## config.mk

```make
export PLATFORM = sky130hd
export DESIGN_NAME = apb2axi_cpl_queue
export DESIGN_NICKNAME = d
export VERILOG_FILES = /design/src/rtl/apb2axi_pkg.sv /design/src/rtl/apb2axi_cq_fifo.sv /design/src/rtl/apb2axi_cpl_queue.sv
export SDC_FILE = /design/constraint.sdc
export NUM_CORES = 1
export LEC_CHECK = 0
export BUFFER_PORTS_ARGS = -buffer_cell sky130_fd_sc_hd__buf_2
export CAP_MARGIN = 40
export CORE_MARGIN = 1
export CORE_UTILIZATION = 40
export DETAILED_ROUTE_END_ITERATION = 10
export GPL_TIMING_DRIVEN = 0
export MAX_ROUTING_LAYER = met4
export PLACE_DENSITY = 0.53
export SKIP_LAST_GASP = 1
export SLEW_MARGIN = 0
export SYNTH_ARGS = -nofsm -noshare
export SYNTH_HDL_FRONTEND = slang
export SYNTH_SLANG_ARGS = --single-unit
```

## constraint.sdc

```tcl
create_clock -name pclk -period 8.6 [get_ports pclk]
set_input_delay 0 -clock pclk [delete_from_list [all_inputs] [get_ports pclk]]
set_output_delay 0 -clock pclk [all_outputs]
set_load 0.02 [all_outputs]
```

## src/rtl/apb2axi_pkg.sv

```systemverilog
// Shared types and constants for the APB-to-AXI bridge.
// completion_entry_t is the record handed from the completion queue to the
// directory; resp_t / resp_worst() rank AXI responses by severity.
package apb2axi_pkg;

  localparam int TAG_NUM          = 8;
  localparam int TAG_W            = $clog2(TAG_NUM);
  localparam int BEAT_CNT_W       = 9;
  localparam int CQ_DEPTH_DEFAULT = 4;

  typedef enum logic [1:0] {
    RESP_OKAY   = 2'd0,
    RESP_EXOKAY = 2'd1,
    RESP_SLVERR = 2'd2,
    RESP_DECERR = 2'd3
  } resp_t;

  typedef struct packed {
    logic [TAG_W-1:0]      tag;
    logic [1:0]            resp;
    logic [BEAT_CNT_W-1:0] num_beats;
    logic                  error;
    logic [BEAT_CNT_W-1:0] err_beat_idx;
  } completion_entry_t;

  // Per-TAG running state while a transaction's beats are arriving.
  typedef struct packed {
    logic [BEAT_CNT_W-1:0] cnt;
    logic [1:0]            worst;
    logic                  err_seen;
    logic [BEAT_CNT_W-1:0] err_idx;
  } cq_acc_t;

  // Numeric ordering matches severity: OKAY < EXOKAY < SLVERR < DECERR.
  function automatic logic [1:0] resp_worst(input logic [1:0] a, input logic [1:0] b);
    return (a > b) ? a : b;
  endfunction

endpackage

```

## src/rtl/apb2axi_cq_fifo.sv

```systemverilog
// Synchronous FIFO of completion_entry_t with asynchronous active-low reset.
// Head is mem[rd_ptr], gated to zero while empty. A push while full is ignored.
// Handshake: push takes effect on a clock edge when push_vld=1 and level<DEPTH;
// pop takes effect on a clock edge when head_vld=1 and pop_rdy=1; the head
// holds steady while head_vld=1 and pop_rdy=0.
module apb2axi_cq_fifo
  import apb2axi_pkg::*;
#(
  parameter int DEPTH = CQ_DEPTH_DEFAULT
) (
  input  logic                       pclk,
  input  logic                       presetn,
  input  logic                       push_vld,
  input  completion_entry_t          push_entry,
  input  logic                       pop_rdy,
  output logic                       head_vld,
  output completion_entry_t          head_entry,
  output logic [$clog2(DEPTH):0]     level
);

  localparam int PTR_W   = $clog2(DEPTH);
  localparam int LEVEL_W = PTR_W + 1;

  completion_entry_t  mem [DEPTH];
  logic [PTR_W-1:0]   wr_ptr;
  logic [PTR_W-1:0]   rd_ptr;
  logic               do_push;
  logic               do_pop;

  assign head_vld   = (level != '0);
  assign head_entry = head_vld ? mem[rd_ptr] : '0;
  assign do_push    = push_vld && (level != LEVEL_W'(DEPTH));
  assign do_pop     = head_vld && pop_rdy;

  // Storage write; cleared on reset so the head reads zero after reset.
  always_ff @(posedge pclk or negedge presetn) begin
    if (!presetn) begin
      for (int i = 0; i < DEPTH; i++) mem[i] <= '0;
    end else if (do_push) begin
      mem[wr_ptr] <= push_entry;
    end
  end

  // Pointers wrap naturally because DEPTH is a power of two.
  always_ff @(posedge pclk or negedge presetn) begin
    if (!presetn) begin
      wr_ptr <= '0;
      rd_ptr <= '0;
    end else begin
      if (do_push) wr_ptr <= wr_ptr + 1'b1;
      if (do_pop)  rd_ptr <= rd_ptr + 1'b1;
    end
  end

  // Occupancy; simultaneous push and pop leaves it unchanged.
  always_ff @(posedge pclk or negedge presetn) begin
    if (!presetn) begin
      level <= '0;
    end else begin
      case ({do_push, do_pop})
        2'b10:   level <= level + 1'b1;
        2'b01:   level <= level - 1'b1;
        default: level <= level;
      endcase
    end
  end

endmodule

```

## src/rtl/apb2axi_cpl_queue.sv

```systemverilog
// Completion queue: folds per-beat AXI responses into one completion per TAG
// and queues them for the directory.
// Optional feature macro: APB2AXI_CQ_STATS_EN builds the completion and error
// counters; without it both stat ports read zero.
// Handshake: a beat is taken on a clock edge when rsp_cq_beat_vld=1 and
// rsp_cq_beat_rdy=1; a completion leaves on a clock edge when cq_dir_cpl_vld=1
// and cq_dir_cpl_rdy=1, and the head stays stable while it waits.
module apb2axi_cpl_queue
  import apb2axi_pkg::*;
#(
  parameter int CQ_DEPTH = CQ_DEPTH_DEFAULT
) (
  input  logic                        pclk,
  input  logic                        presetn,
  input  logic                        rsp_cq_beat_vld,
  input  logic [TAG_W-1:0]            rsp_cq_beat_tag,
  input  logic [1:0]                  rsp_cq_beat_resp,
  input  logic                        rsp_cq_beat_last,
  output logic                        rsp_cq_beat_rdy,
  output logic                        cq_dir_cpl_vld,
  output completion_entry_t           cq_dir_cpl_entry,
  input  logic                        cq_dir_cpl_rdy,
  output logic [$clog2(CQ_DEPTH):0]   cq_level,
  output logic [15:0]                 cq_stat_cpl_cnt,
  output logic [15:0]                 cq_stat_err_cnt
);

  localparam int LEVEL_W = $clog2(CQ_DEPTH) + 1;

  cq_acc_t            acc_q [TAG_NUM];
  cq_acc_t            cur_acc;
  cq_acc_t            nxt_acc;
  logic               beat_acc;
  logic               cpl_push;
  completion_entry_t  cpl_entry;

  // Beats stall whenever the FIFO is full, even non-last ones, so beat order
  // per TAG is never disturbed.
  assign rsp_cq_beat_rdy = (cq_level != LEVEL_W'(CQ_DEPTH));
  assign beat_acc        = rsp_cq_beat_vld && rsp_cq_beat_rdy;
  assign cpl_push        = beat_acc && rsp_cq_beat_last;

  // Merge the incoming beat into its TAG's accumulator and build the completion.
  always_comb begin
    cur_acc   = acc_q[rsp_cq_beat_tag];
    nxt_acc   = cur_acc;
    cpl_entry = '0;
    nxt_acc.worst = resp_worst(cur_acc.worst, rsp_cq_beat_resp);
    if (rsp_cq_beat_resp[1] && !cur_acc.err_seen) begin
      nxt_acc.err_seen = 1'b1;
      nxt_acc.err_idx  = cur_acc.cnt;
    end
    // Saturate rather than wrap on over-long bursts.
    if (!(&cur_acc.cnt)) nxt_acc.cnt = cur_acc.cnt + 1'b1;
    cpl_entry.tag          = rsp_cq_beat_tag;
    cpl_entry.resp         = nxt_acc.worst;
    cpl_entry.num_beats    = cur_acc.cnt + 1'b1;
    cpl_entry.error        = nxt_acc.worst[1];
    cpl_entry.err_beat_idx = nxt_acc.err_seen ? nxt_acc.err_idx : '0;
  end

  // Accumulator update; the last beat clears its TAG in the same edge.
  always_ff @(posedge pclk or negedge presetn) begin
    if (!presetn) begin
      for (int t = 0; t < TAG_NUM; t++) acc_q[t] <= '0;
    end else if (beat_acc) begin
      if (rsp_cq_beat_last) acc_q[rsp_cq_beat_tag] <= '0;
      else                  acc_q[rsp_cq_beat_tag] <= nxt_acc;
    end
  end

  // A non-last beat arriving on a saturated counter means illegal traffic.
  cnt_no_saturate: assert property (@(posedge pclk) disable iff (!presetn)
    !(beat_acc && !rsp_cq_beat_last && (&cur_acc.cnt)));

  apb2axi_cq_fifo #(
    .DEPTH (CQ_DEPTH)
  ) u_fifo (
    .pclk       (pclk),
    .presetn    (presetn),
    .push_vld   (cpl_push),
    .push_entry (cpl_entry),
    .pop_rdy    (cq_dir_cpl_rdy),
    .head_vld   (cq_dir_cpl_vld),
    .head_entry (cq_dir_cpl_entry),
    .level      (cq_level)
  );

`ifdef APB2AXI_CQ_STATS_EN
  logic [15:0] stat_cpl_q;
  logic [15:0] stat_err_q;

  // Count every pushed completion and those carrying an error; wrap at 2^16.
  always_ff @(posedge pclk or negedge presetn) begin
    if (!presetn) begin
      stat_cpl_q <= '0;
      stat_err_q <= '0;
    end else if (cpl_push) begin
      stat_cpl_q <= stat_cpl_q + 16'd1;
      if (cpl_entry.error) stat_err_q <= stat_err_q + 16'd1;
    end
  end

  assign cq_stat_cpl_cnt = stat_cpl_q;
  assign cq_stat_err_cnt = stat_err_q;
`else
  assign cq_stat_cpl_cnt = 16'h0;
  assign cq_stat_err_cnt = 16'h0;
`endif

endmodule
```

==> results by group, run 1 <==
Run
  • Number of max-cap violations: 0

Cells and area
  • Multi-input combinational cell area: 0.00550 mm2
  • Most frequent cells in the layout: 267 x sky130_fd_sc_hd__dfrtp_1, 212 x sky130_fd_sc_hd__nand2_1, 171 x sky130_fd_sc_hd__o21ai_0
  • Number of nets in the finished design: 1296
  • Fraction of the core area covered by cells at the end of the flow: 46.7%
  • Share of layout cells above drive strength 1: roughly 20%
  • Flip-flop and latch area: 0.00668 mm2
  • Fillcell total: just under 3000
  • Post-synthesis to final-layout area growth: 15.0%
  • Leading cell type in the layout, fill and taps excluded: sky130_fd_sc_hd__dfrtp_1
  • Finished Cell Area: 0.0147 mm2

Timing
  • Worst slew margin: between 40 and 50%
  • Final-layout setup total negative slack: 0 ps
  • Final count of hold timing violations: 0
  • Transition time at the pin with the least slew margin: 860 ps
  • Post-route minimum period: 3990 ps
  • Final Max Tran Viols: 0
  • Setup repair after global routing missed its margin: false
  • Final worst path period share: 46.4%
  • Max Clk Rate: 250 MHz
  • Worst clock skew on the final layout: 16.0 ps
  • Endpoints failing setup: 0
  • Post-Route Hold Slack: around 16 ps

Route
  • Number of remaining DRC errors: 0
  • Routed via count: just over 9000
  • Remaining number of nets flagged by the antenna check after routing: 0
  • Via density per instance: 5.44
  • Drt total wl: 38000 um
  • Number of search-and-repair iterations in the first detailed-routing pass: 5
  • Number of DRC markers in iteration 0: 738
  • Average wire length per cell after detail routing: 22.4 um

Critical path
  • Type of element capturing the critical path: flop
  • Most frequent cell on the critical path: sky130_fd_sc_hd__buf_6
  • Data required time of the critical path: ~9000 ps
  • Crit Path Class: in2reg
  • WP buf/inv: 7
  • Critical path fanouts, max: 11
  • Gate family responsible for the most delay along the worst path: compound AO/OA/AOI/OAI gates
  • Peak per-stage delay on the critical path: 700 ps
  • Worst endpoint data arrival time: 4450 ps
  • Worst path cell trace: buf_2 > buf_6 > buf_6 > buf_6 > buf_6 > buf_2 > buf_2 > mux2i_1 > nor2_1 > a21oi_1 > nor2_1 > a221oi_1 > ha_1 > o21bai_1 > a21oi_1 > a31oi_1 > nand2b_1 > o21ai_0
  • Crit start category: input port
  • Slowest library cell on the worst path: sky130_fd_sc_hd__a221oi_1

Logic synthesis
  • Count of mapped cells out of synthesis: 1165
  • Async S/R FF share, synth: 100%
  • Post-Synthesis Mean Instance Area: 11.0 um2
  • Yosys reg bits: 267
  • Fraction of synthesized cell area taken by the top area cell type: 52.3%
  • Most used flip-flop cell after synthesis: sky130_fd_sc_hd__dfrtp_1
  • Mapped cell area: 0.0128 mm2
  • Number of enable-type register cells in the synthesized netlist: 0
  • Cell type contributing the most total cell area after synthesis: sky130_fd_sc_hd__dfrtp_1
  • Number of distinct standard cells referenced by the synthesized netlist: 61
  • Sequential share of the synthesized area: 52.3%
  • Ranking of synthesized cells by area: sky130_fd_sc_hd__dfrtp_1 52%, sky130_fd_sc_hd__mux4_2 6.9%, sky130_fd_sc_hd__o21ai_0 6.7%
  • Yosys synthesis warning count: 0

Clocking
  • Post-CTS clock slew at the launch and capture registers of the worst setup and hold paths: 60 ps
  • Worst-skew pair later-pin latency: 560 ps
  • Number of levels in the clock H-tree: 1
  • CTS max path bufs: 3
  • Number of buffers added by the clock tree synthesis step: 31
  • Root buffer cell: sky130_fd_sc_hd__clkbuf_16
  • Buffers inserted by post-CTS timing repair: 0
  • Clock Sink Count: 267
  • Clock tree from TritonCTS: yes

Die
  • Overall die area: between 0.03 and 0.04 mm2
  • Core region area: 0.0315 mm2
  • Std cell rows: 65
  • Initial core utilization: between 40% and 50%
  • I/O pin count: slightly above 70
  • Chip Width: 181 um
  • Die Ht: 181 um

Power and ir drop
  • Worst supply voltage drop on vdd: ~0.00016 V
  • Overall Power: 4.52 mW
  • Power per Cell Area: 308 mW/mm2
  • Lkg Pwr: between 6 and 7 nW

Status
  • Status: complete, no violations

Place
  • Placement Cell Area: 0.0137 mm2
  • Half-perimeter wire length after detailed placement: 26100 um
  • Final weighted congestion in routability-driven placement: 0.852
  • Count of input and output buffers: 36

GRT
  • Number of antenna violations at the first check in global routing: 1
  • Global-route congestion overflow total: 0
  • Number of global-route vias before repair: 9302
  • Total routing resource utilization after global routing: 24.5%
  • Wire length of the first global-routing pass: roughly 58000 um
  • Maximum number of pins on one net before global-route repair: 104

Worst hold path
  • Worst hold path class: in2async
-- sequential cells by signal, indices dropped and copies added (netlist names) --
| register | cells |
|---|---|
| acc_q | 168 |
| u_fifo.wr_ptr | 2 |
| u_fifo.level | 3 |
| u_fifo.rd_ptr | 2 |
| u_fifo.mem | 92 |
-- repair_timing --
action | in CTS | in global routing
hold buffers | 3 | 0
hold endpoints to repair | 96 | 0
gates resized for setup | 0 | 0
-- where the power goes --
| part | leakage, nW | total, mW | internal [mW] | switching, mW |
|---|---|---|---|---|
| registers | 3.53 | 1.82 | 1.63 | 0.197 |
| logic | 2.72 | 1.43 | 0.612 | 0.814 |
| clock network | 0.481 | 1.27 | 0.750 | 0.525 |
-- synthesized netlist by cell type (all sizes together), types with 16 or more instances --
cell    number
dfrtp      267
nand2      212
o21ai      179
mux2        66
buf         60
clkbuf      59
mux4        39
a22o        38
and2        33
mux2i       28
nor2        24
a221oi      16
nand3       16
-- routing by layer --
layer | global-route usage (%) | share of wire (%) | vias to the layer above
met2 | 38.3 | 47 | 261
met5 | - | 0 | -
met4 | 6.63 | 2.5 | 0
met1 | 32.5 | 44 | 4666
li1 | - | - | 4260
met3 | 4.98 | 6.4 | 57
-- final cells by class --
type                            count  area share [%]
Clock buffer                       47            6.17
Clock inverter                      9           0.511
Tap cell                          402            3.42
Timing Repair Buffer               45            2.14
Multi-Input combinational cell    795            37.5
Antenna cell                        1          0.0170
Inverter                           15           0.383
Sequential cell                   267            45.5
Buffer                            119            4.40
-- kinds of logic (layout without fill, tap and decap cells) --
logic type | count (synthesis) | after routing | share of synthesized area (%)
AND/OR/NAND/NOR | 324 | 324 | 11.2
AO/OA/AOI/OAI | 279 | 279 | 13.7
flip-flops | 267 | 267 | 52.3
buffers and inverters | 134 | 235 | 5.51
multiplexers | 133 | 133 | 14.9
XOR/XNOR | 15 | 15 | 1.09
adder cells (fa/ha/maj) | 12 | 12 | 1.23
other | 1 | 33 | 0.0294
-- stage by stage --
stage                     std cells  setup WS, ps
after global placement         1634          2410
after detailed placement       1640          4130
after floorplan                1196          5610
final                          1700          4610
after global routing           1700          4340
after CTS                      1699          4700
-- worst paths after layout --
path | startpoint | endpoint | slack [ps] | cells past startpoint
max | rsp_cq_beat_tag[2] | acc_q[94]$_DFFE_PN0P_ | 4610 | 18
min reg2reg | acc_q[23]$_DFFE_PN0P_ | acc_q[23]$_DFFE_PN0P_ | 470 | 2
min | presetn | u_fifo.mem[72]$_DFFE_PN0P_ | 20 | 2
min in group pclk | rsp_cq_beat_resp[0] | u_fifo.mem[43]$_DFFE_PN0P_ | 120 | 4
max reg2reg | acc_q[56]$_DFFE_PN0P_ | acc_q[144]$_DFFE_PN0P_ | 4950 | 11
max in group asynchronous | presetn | acc_q[105]$_DFFE_PN0P_ | 7170 | 4
Note: power is estimated with default switching activity, not from simulation.
==> run 2, diff against run 1 <==
ABC_AREA = 1   (was unset)
clock period = 3.7 ns   (was 8.6 ns; I/O delays follow)
==> run 2 against run 1 <==
Utilization rose by 0.66 points. Register-to-register slack worse by 4400 ps. First-iteration DRC count up 82%. Critical path depth increased by 1. Clock power rose to 2.6 times the previous value. Global-route usage is 3.5 points higher. Routed wire length grew 18%. Die area is 4.2% higher. Cell count rose by 37%. Synthesized cell count increased by 50%. Hold slack worse by 7.4 ps. Critical path type unchanged. Critical endpoint is now acc_q[119]$_DFFE_PN0P_. Largest cell class unchanged.
==> results by group, run 2 <==
Status
  • Status: complete, no violations

Clocking
  • Worst-skew pair later-pin latency: between 500 and 600 ps
  • Clock Sink Count: 267
  • Root buffer cell: sky130_fd_sc_hd__clkbuf_16
  • Number of buffers added by the clock tree synthesis step: 30
  • CTS max path bufs: 3
  • Clock tree from TritonCTS: yes
  • Post-CTS clock slew at the launch and capture registers of the worst setup and hold paths: 60 ps
  • Number of levels in the clock H-tree: 1
  • Buffers inserted by post-CTS timing repair: 0

Timing
  • Final count of hold timing violations: 0
  • Final-layout setup total negative slack: 0 ps
  • Worst slew margin: 41.7%
  • Transition time at the pin with the least slew margin: 874 ps
  • Setup repair after global routing missed its margin: false
  • Worst clock skew on the final layout: ~11 ps
  • Final Max Tran Viols: 0
  • Max Clk Rate: approximately 290 MHz
  • Final worst path period share: about 92%
  • Post-route minimum period: 3410 ps
  • Endpoints failing setup: 0

Critical path
  • Type of element capturing the critical path: flop
  • Most frequent cell on the critical path: sky130_fd_sc_hd__nand2_1
  • Worst endpoint data arrival time: 3890 ps
  • Slowest library cell on the worst path: sky130_fd_sc_hd__dlygate4sd3_1
  • Crit Path Class: in2reg
  • Data required time of the critical path: 4180 ps
  • Setup slack, reg-to-reg: 530 ps
  • Crit start category: input port
  • WP buf/inv: 6
  • Gate family responsible for the most delay along the worst path: simple AND/OR/NAND/NOR gates
  • Worst path cell trace: dlygate4sd3_1 > buf_4 > inv_2 > nand2_1 > nor2_2 > nand2_1 > and2_1 > nand3_1 > ha_1 > inv_1 > nor2_1 > nand3b_1 > nor2_1 > ha_1 > inv_1 > buf_1 > nand2_1 > o211ai_2 > o22ai_1
  • Worst Reg2Reg Path Length in Cells: 17
  • Worst reg2reg endpoint: acc_q[119]$_DFFE_PN0P_
  • Critical path fanouts, max: 10
  • Startpoint of the most critical register-to-register path: acc_q[117]$_DFFE_PN0P_
  • Peak per-stage delay on the critical path: 540 ps

GRT
  • Wire length of the first global-routing pass: 69400 um
  • Total routing resource utilization after global routing: 28.0%
  • Number of antenna violations at the first check in global routing: 0
  • Number of global-route vias before repair: 11700
  • Maximum number of pins on one net before global-route repair: approximately 110
  • Global-route congestion overflow total: 0

Route
  • Number of remaining DRC errors: 0
  • Drt total wl: between 40000 and 50000 um
  • Number of search-and-repair iterations in the first detailed-routing pass: 6
  • Via density per instance: 5.20
  • Remaining number of nets flagged by the antenna check after routing: 0
  • Routed via count: between 10000 and 15000
  • Number of DRC markers in iteration 0: 1340
  • Average wire length per cell after detail routing: 19.4 um

Cells and area
  • Count of placed standard cells in the final layout, fillers left out: 2326
  • Fraction of the core area covered by cells at the end of the flow: 47.3%
  • Most frequent cells in the layout: 658 x sky130_fd_sc_hd__nand2_1, 267 x sky130_fd_sc_hd__dfrtp_1, 160 x sky130_fd_sc_hd__o21ai_0
  • Largest register by flop count: acc_q
  • Share of layout cells above drive strength 1: around a tenth
  • Post-synthesis to final-layout area growth: 16.0%
  • Number of nets in the finished design: around 1900
  • Leading cell type in the layout, fill and taps excluded: sky130_fd_sc_hd__nand2_1
  • Registers with the most flip-flops: acc_q: 168 flops, u_fifo.mem: 92 flops, u_fifo.level: 3 flops
  • Number of flip-flops in the largest register: approximately 170
  • Ant diodes: 0

Logic synthesis
  • Number of enable-type register cells in the synthesized netlist: 0
  • Most common library cells after synthesis: 658 x sky130_fd_sc_hd__nand2_1, 267 x sky130_fd_sc_hd__dfrtp_1, 160 x sky130_fd_sc_hd__o21ai_0
  • Sequential share of the synthesized area: 50.2%
  • Count of mapped cells out of synthesis: between 1500 and 2000
  • Yosys reg bits: around 270
  • Number of distinct standard cells referenced by the synthesized netlist: 36
  • Async S/R FF share, synth: 100%
  • Yosys synthesis warning count: 0
  • Ranking of synthesized cells by area: sky130_fd_sc_hd__dfrtp_1 50%, sky130_fd_sc_hd__nand2_1 19%, sky130_fd_sc_hd__o21ai_0 6.0%
  • Most used flip-flop cell after synthesis: sky130_fd_sc_hd__dfrtp_1
  • Mapped cell area: 0.0133 mm2
  • Post-Synthesis Mean Instance Area: ~7.6 um2
  • Cell type contributing the most total cell area after synthesis: sky130_fd_sc_hd__dfrtp_1
  • Fraction of synthesized cell area taken by the top area cell type: 50.2%
  • Leading cell type by number of instances after synthesis: sky130_fd_sc_hd__nand2_1

Die
  • Core region area: 0.0326 mm2
  • Die Ht: 184 um
  • Std cell rows: 66
  • Initial core utilization: approximately two fifths
  • Overall die area: 0.0340 mm2
  • Chip Width: 184 um
  • I/O pin count: 71

Power and ir drop
  • Worst supply voltage drop on vdd: ~0.00041 V
  • Proportion of power drawn by the clock network: 27.8%
  • Internal power: roughly 7.2 mW
  • Net Sw Power: 4.58 mW
  • Sequential fraction of design power: 37.6%
  • Power per Cell Area: 764 mW/mm2
  • Net switching share of the total power: 38.8%
  • Lkg Pwr: 8.10 nW
  • Relative contribution of combinational cells to total power: about a third

Worst hold path
  • Worst hold path class: in2async

Place
  • Inst Count DP: 2265
  • Half-perimeter wire length after detailed placement: 31100 um
  • Final weighted congestion in routability-driven placement: ~0.90
  • Count of input and output buffers: 37

Run
  • Number of max-cap violations: 0
-- run 2: per-stage QoR --
stage | hold WS (ps) | instance area [um2] | worst slack, ps | total power [mW]
2_1_floorplan | -296 | 13400 | 1230 | 7.10
3_3_place_gp | 382 | 14200 | -2640 | 8.43
3_5_place_dp | 38.1 | 14300 | 195 | 8.51
4_1_cts | 43.9 | 15400 | 217 | 11.8
5_1_grt | 65.1 | 15400 | 6.32 | 12.6
6_report | 8.18 | 15400 | 293 | 11.8
-- run 2: cells by family (layout without fill, tap and decap cells) --
logic type                 Yosys count  count (layout)  share of synthesized area [%]
DFF                                267             267                           50.2
other                                1              32                         0.0282
and+or+nand+nor                    995             995                           31.0
buffers and inverters              245             350                           8.29
xor gates and xnor gates             6               6                          0.451
adders and majority gates           12              12                           1.18
AOI/OAI and AO/OA                  222             222                           8.86
-- run 2: worst max path at each step --
stage / start / end / slack [ps] / cells after the start
6_report: rsp_cq_beat_tag[2] / acc_q[119]$_DFFE_PN0P_ / 290 / 19
3_5_place_dp: rsp_cq_beat_tag[2] / acc_q[139]$_DFFE_PN0P_ / 190 / 17
4_1_cts: rsp_cq_beat_tag[2] / acc_q[139]$_DFFE_PN0P_ / 220 / 18
3_3_place_gp: presetn / acc_q[129]$_DFFE_PN0P_ / -2640 / 1
2_1_floorplan: rsp_cq_beat_tag[2] / acc_q[118]$_DFFE_PN0P_ / 1230 / 17
5_1_grt: rsp_cq_beat_tag[2] / acc_q[17]$_DFFE_PN0P_ / 6 / 20
-- run 2: cell type report --
cell class / count / area, um2
multi-input combinational: 1267 / 5650
tap: 442 / 553
clock buffer: 47 / 905
sequential: 267 / 6680
buffer: 134 / 687
timing repair buffer: 50 / 360
inverter: 111 / 417
fill: 3283 / 17200
clock inverter: 8 / 180
-- run 2: power groups by stage --
stage          clock, mW  sequential [mW]  combinational [mW]
5_1_grt             3.43             4.55                4.61
2_1_floorplan          0             4.36                2.74
3_5_place_dp           0             4.46                4.05
4_1_cts             3.32             4.42                4.07
3_3_place_gp           0             4.44                3.99
6_report            3.28             4.43                4.08
-- run 2: layer usage --
metal / global-route usage [%] / part of all wire [%]
met4: 9.23 / 3.0
met5: - / 0
met3: 3.22 / 6.3
met2: 42.4 / 45
met1: 38.9 / 46
-- run 2: repair_timing --
item / in CTS / in global routing
hold endpoints to repair: 180 / 0
setup endpoints to repair: 0 / 18
hold buffers: 6 / 0
resized for setup: 0 / 3
